==> src/rtl/cpu_control_fsm.sv <==
// Instruction sequencer for the 4-bit processor.
// Fetches and decodes ROM words, drives the write-back mux, ALU and PC.
module cpu_control_fsm #(
  parameter int PC_W     = 4,
  parameter int RESET_PC = 0
) (
  input  logic            clk,
  input  logic            rst_n,
  input  logic            run,
  input  logic [7:0]      instr,
  input  logic            zero_flag,
  input  logic            carry_flag,
  output logic [PC_W-1:0] pc,
  output logic            select,
  output logic [3:0]      load,
  output logic [2:0]      alu_op,
  output logic            acc_we,
  output logic            halted
);

  typedef enum logic [2:0] {
    S_FETCH,
    S_DECODE,
    S_EXECUTE,
    S_WRITEBACK,
    S_HALT
  } state_t;

  state_t          state, state_nxt;
  logic [7:0]      ir, ir_nxt;
  logic [PC_W-1:0] pc_nxt;
  logic            select_nxt;
  logic [3:0]      load_nxt;
  logic [2:0]      alu_op_nxt;
  logic            acc_we_nxt;
  logic            halted_nxt;

  logic [3:0]      op;
  logic [PC_W-1:0] target;
  logic [2:0]      dec_alu;
  logic            is_ldi;
  logic            is_alu;
  logic            is_jmp;
  logic            is_jz;
  logic            is_jc;
  logic            is_hlt;

  assign op     = ir[7:4];
  assign target = PC_W'(ir[3:0]);

  always_comb begin
    dec_alu = 3'b000;
    is_ldi  = 1'b0;
    is_alu  = 1'b0;
    is_jmp  = 1'b0;
    is_jz   = 1'b0;
    is_jc   = 1'b0;
    is_hlt  = 1'b0;
    unique case (op)
      4'h1: is_ldi = 1'b1;
      4'h2: begin is_alu = 1'b1; dec_alu = 3'b000; end
      4'h3: begin is_alu = 1'b1; dec_alu = 3'b001; end
      4'h4: begin is_alu = 1'b1; dec_alu = 3'b010; end
      4'h5: begin is_alu = 1'b1; dec_alu = 3'b011; end
      4'h6: begin is_alu = 1'b1; dec_alu = 3'b100; end
      4'h7: begin is_alu = 1'b1; dec_alu = 3'b101; end
      4'h8: is_jmp = 1'b1;
      4'h9: is_jz  = 1'b1;
      4'hA: is_jc  = 1'b1;
      4'hF: is_hlt = 1'b1;
      default: ;
    endcase
  end

  always_ff @(posedge clk or negedge rst_n) begin
    if (!rst_n) begin
      state  <= S_FETCH;
      pc     <= PC_W'(RESET_PC);
      ir     <= 8'h00;
      select <= 1'b0;
      load   <= 4'h0;
      alu_op <= 3'b000;
      acc_we <= 1'b0;
      halted <= 1'b0;
    end else begin
      state  <= state_nxt;
      pc     <= pc_nxt;
      ir     <= ir_nxt;
      select <= select_nxt;
      load   <= load_nxt;
      alu_op <= alu_op_nxt;
      acc_we <= acc_we_nxt;
      halted <= halted_nxt;
    end
  end

  always_comb begin
    state_nxt  = state;
    pc_nxt     = pc;
    ir_nxt     = ir;
    select_nxt = select;
    load_nxt   = load;
    alu_op_nxt = alu_op;
    acc_we_nxt = 1'b0;
    halted_nxt = halted;
    unique case (state)
      S_FETCH: begin
        if (run) begin
          ir_nxt    = instr;
          pc_nxt    = pc + PC_W'(1);
          state_nxt = S_DECODE;
        end
      end
      S_DECODE: begin
        load_nxt   = ir[3:0];
        select_nxt = is_ldi;
        alu_op_nxt = dec_alu;
        state_nxt  = S_EXECUTE;
      end
      S_EXECUTE: begin
        state_nxt  = S_WRITEBACK;
        // registered here so the pulse lines up with WRITEBACK exactly
        acc_we_nxt = is_ldi | is_alu;
        unique case (1'b1)
          is_jmp: pc_nxt = target;
          is_jz:  if (zero_flag)  pc_nxt = target;
          is_jc:  if (carry_flag) pc_nxt = target;
          is_hlt: begin
            state_nxt  = S_HALT;
            halted_nxt = 1'b1;
          end
          default: ;
        endcase
      end
      S_WRITEBACK: state_nxt = S_FETCH;
      S_HALT:      state_nxt = S_HALT;
      default:     state_nxt = S_FETCH;
    endcase
  end

endmodule

==> config.mk <==
export PLATFORM = sky130hd
export DESIGN_NAME = cpu_control_fsm
export DESIGN_NICKNAME = d
export VERILOG_FILES = /design/src/rtl/cpu_control_fsm.sv
export SDC_FILE = /design/constraint.sdc
export NUM_CORES = 1
export LEC_CHECK = 0
export ABC_AREA = 0
export CORE_ASPECT_RATIO = 1.5
export CORE_MARGIN = 8
export CORE_UTILIZATION = 48
export CTS_CLUSTER_DIAMETER = 120
export CTS_CLUSTER_SIZE = 10
export DETAILED_ROUTE_END_ITERATION = 10
export HOLD_SLACK_MARGIN = 0.15
export PLACE_DENSITY = 0.79
export SYNTH_ARGS = -nofsm -noshare
export SYNTH_HDL_FRONTEND = slang
export SYNTH_SLANG_ARGS = --single-unit
export TNS_END_PERCENT = 10
==> constraint.sdc <==
create_clock -name clk -period 1.76 [get_ports clk]
set_clock_uncertainty 0.1 [all_clocks]
set_input_delay 0.528 -clock clk [delete_from_list [all_inputs] [get_ports clk]]
set_output_delay 0.528 -clock clk [all_outputs]
set_load 0.1 [all_outputs]
==> summary.md <==
| Metric | Value |
|---|---|
| Nets | `141` |
| DIE AREA | `0.00418 sq mm` |
| Share of layout cells above drive strength 1 | `35.7%` |
| Via Count | `826` |
| Largest net degree at the start of global routing | `26` |
| Clk root buf | `clkbuf_4` |
| CP startpoint | `run` |
| Max clock buf depth | `2` |
| Worst skew pair latency | `0.33 ns` |
| Initial antenna violation count | `0` |
| I/O pin count | `27` |
| Die height | `75.3 um` |
| Post-DP HPWL | `1840 um` |
| PnR worst setup slack | `0.0736 ns` |
| CP Capture Type | `register` |
| Yosys cell types | `32` |
| Final Util | `72.0%` |
| Max Slew Vio Count | `0` |
| Post-Syn Area | `0.00112 sq mm` |
| CTS H-tree lvls | `1` |
| Core Rows | `21` |
| RSZ-0062 raised after global routing | `no` |
| Die width | `55.5 um` |
| CTS tree | `yes` |
| Area growth syn-to-layout | `43.0%` |
| Register-to-register setup slack | `0.12 ns` |
| WP data arrival | `1.81 ns` |
| F_max | `593 MHz` |
| RR Startpoint | `state[0]` |
| Global-route wire length before repair | `4240 um` |
| Initial Utilization | `50.4%` |
| Critical Path Max Stage Delay | `0.52 ns` |
| Number of global-route vias before repair | `909` |
| Worst Hold Class | `reg -> reg` |
| Crit start category | `input pin` |
| Seq/Total Area, Yosys | `55.6%` |
| Setup CP Type | `in -> reg` |
| Warnings from Yosys | `0` |
| Synth Register Bits | `25` |
| RePlAce Congestion | `0.789` |
| Worst-Margin Slew | `0.319 ns` |
| Final hold vios | `0` |
| # setup viols final | `0` |
| CTS Hold Buffers Added | `0` |
| Required @ worst endpoint | `1.88 ns` |
| Via/cell ratio | `5.54` |
| Result of the run | `finished clean` |
| Pre-antenna DRT Iters | `4` |
| Max-Cap Viols | `0` |
| CP Max Fanout | `7` |
| Clk slew on worst S/H paths | `0.13 ns` |
| Tmin final | `1.69 ns` |
| CORE AREA | `0.00223 sq mm` |
| Antenna-violating nets left | `0` |
| Crit path to | `pc[1]` |
| TritonCTS Buffers | `3` |
| IO Port Bufs | `26` |
| Syn Nets | `108` |
| Fillers | `141` |
| Total gr overflow | `0` |
| Ant. Diodes | `0` |
| Clk sinks | `25` |
| Final period util | `95.8%` |
| Setup TNS | `0 ns` |
| Slowest cell on the critical path | `clkdlybuf4s50_1` |
| R2R depth | `5` |
| Slew headroom | `78.7%` |
| DRT iter0 DRCs | `13` |
| Total Wirelength | `2470 um` |
| R2R Path End | `pc[1]` |
| Pre-CTS setup slack | `-0.363 ns` |
| Syn Area/Cell | `12.0 sq um` |
| Syn Inst Count | `94` |
| CP Cell Sequence | `clkdlybuf4s50_1 -> o21ai_4 -> buf_4 -> a22o_1 -> a311o_2` |
| Drt wl/cell | `16.6 um` |
| GRT Overall Usage | `12.5%` |
| Hold WS | `0.391 ns` |
| DRC viols | `0` |
==> final cells by class <==
| class | count | area (sq um) | share of cell area (%) |
|---|---|---|---|
| tap | 23 | 28.8 | 1.79 |
| multi-input combinational | 63 | 473 | 29.4 |
| inverter | 2 | 7.51 | 0.467 |
| clock buffer | 4 | 26.3 | 1.63 |
| sequential | 25 | 628 | 39.0 |
| timing repair buffer | 32 | 445 | 27.7 |
==> worst max-delay path: cells and delay by family <==
kind	cells	cell delay, ns
buffers and inverters	2	0.69
AOI/OAI and AO/OA	3	0.59
==> logic make-up after synthesis <==
family	count (synthesis)	share of synthesized area, %
simple gates	30	13.6
flops	25	55.6
compound gates	18	12.3
mux	14	13.8
buf+inv	6	3.56
fa+ha+maj	1	1.11
==> sequential cells by signal (all words and copies together), names as in the netlist <==
signal  cells
ir          8
acc_we      1
select      1
state       3
pc          4
halted      1
alu_op      3
load        4
==> placed cells by master (no fill, tap or decap), types with 3 or more instances in the layout <==
master,netlist,layout
dfrtp_1,25,23
buf_12,0,14
mux2_2,12,12
clkdlybuf4s50_1,0,12
nand2_1,10,9
nor2_1,7,7
buf_4,0,6
o21ai_0,4,4
nor3_1,3,3
clkbuf_4,0,3
==> per-stage QoR <==
step	cell area (sq um)	std cells
6_report	1610	149
5_1_grt	1610	149
4_1_cts	1590	148
3_5_place_dp	1560	144
3_3_place_gp	1560	144
2_1_floorplan	1130	94
==> cell usage after synthesis <==
library cell	n	area (sq um)
nand2_1	10	37.5
mux2i_1	2	20.0
nand3_2	1	10.0
and4_2	1	10.0
o21ai_4	1	16.3
dfrtp_1	25	626
clkbuf_2	1	5.00
buf_6	2	22.5
a211oi_1	1	7.51
o221ai_1	1	8.76
inv_1	2	7.51
a22o_1	1	8.76
or2b_1	1	7.51
mux2_2	12	135
nand3_1	1	5.00
o22ai_1	1	6.26
nor2_1	7	26.3
a21o_1	2	15.0
o41ai_1	2	17.5
buf_2	1	5.00
nor3_1	3	15.0
a21oi_1	2	10.0
ha_1	1	12.5
o31ai_1	1	7.51
nor2_2	2	12.5
a311o_2	1	11.3
a221o_1	1	10.0
o21ai_0	4	20.0
nor2b_1	1	6.26
nand3b_1	1	7.51
and2_1	1	6.26
nor4b_1	1	8.76
==> layer usage <==
layer,up-vias,GRT usage (%),wire (um)
met1,407,13.5,1030
li1,401,-,-
met3,4,2.67,77
met2,14,22.3,1320
met4,0,7.42,46
met5,-,0,0
==> repair_timing <==
action	in CTS	in global routing
gates resized for setup	1	2
buffers inserted	0	1
endpoints found under the setup margin	6	3
pin swaps	0	4
==> worst min-delay path by stage <==
stage	from	to	slack [ns]	cells past startpoint
3_5_place_dp	state[0]	state[2]	0.36	1
2_1_floorplan	rst_n	acc_we	0.13	0
3_3_place_gp	state[0]	state[2]	0.35	1
5_1_grt	state[0]	state[2]	0.43	1
4_1_cts	state[0]	state[2]	0.38	1
6_report	state[0]	state[2]	0.39	1
Power is left out: the tool's default activity adds up to more than one toggle a clock period on the data nets, which glitch-free logic cannot reach.
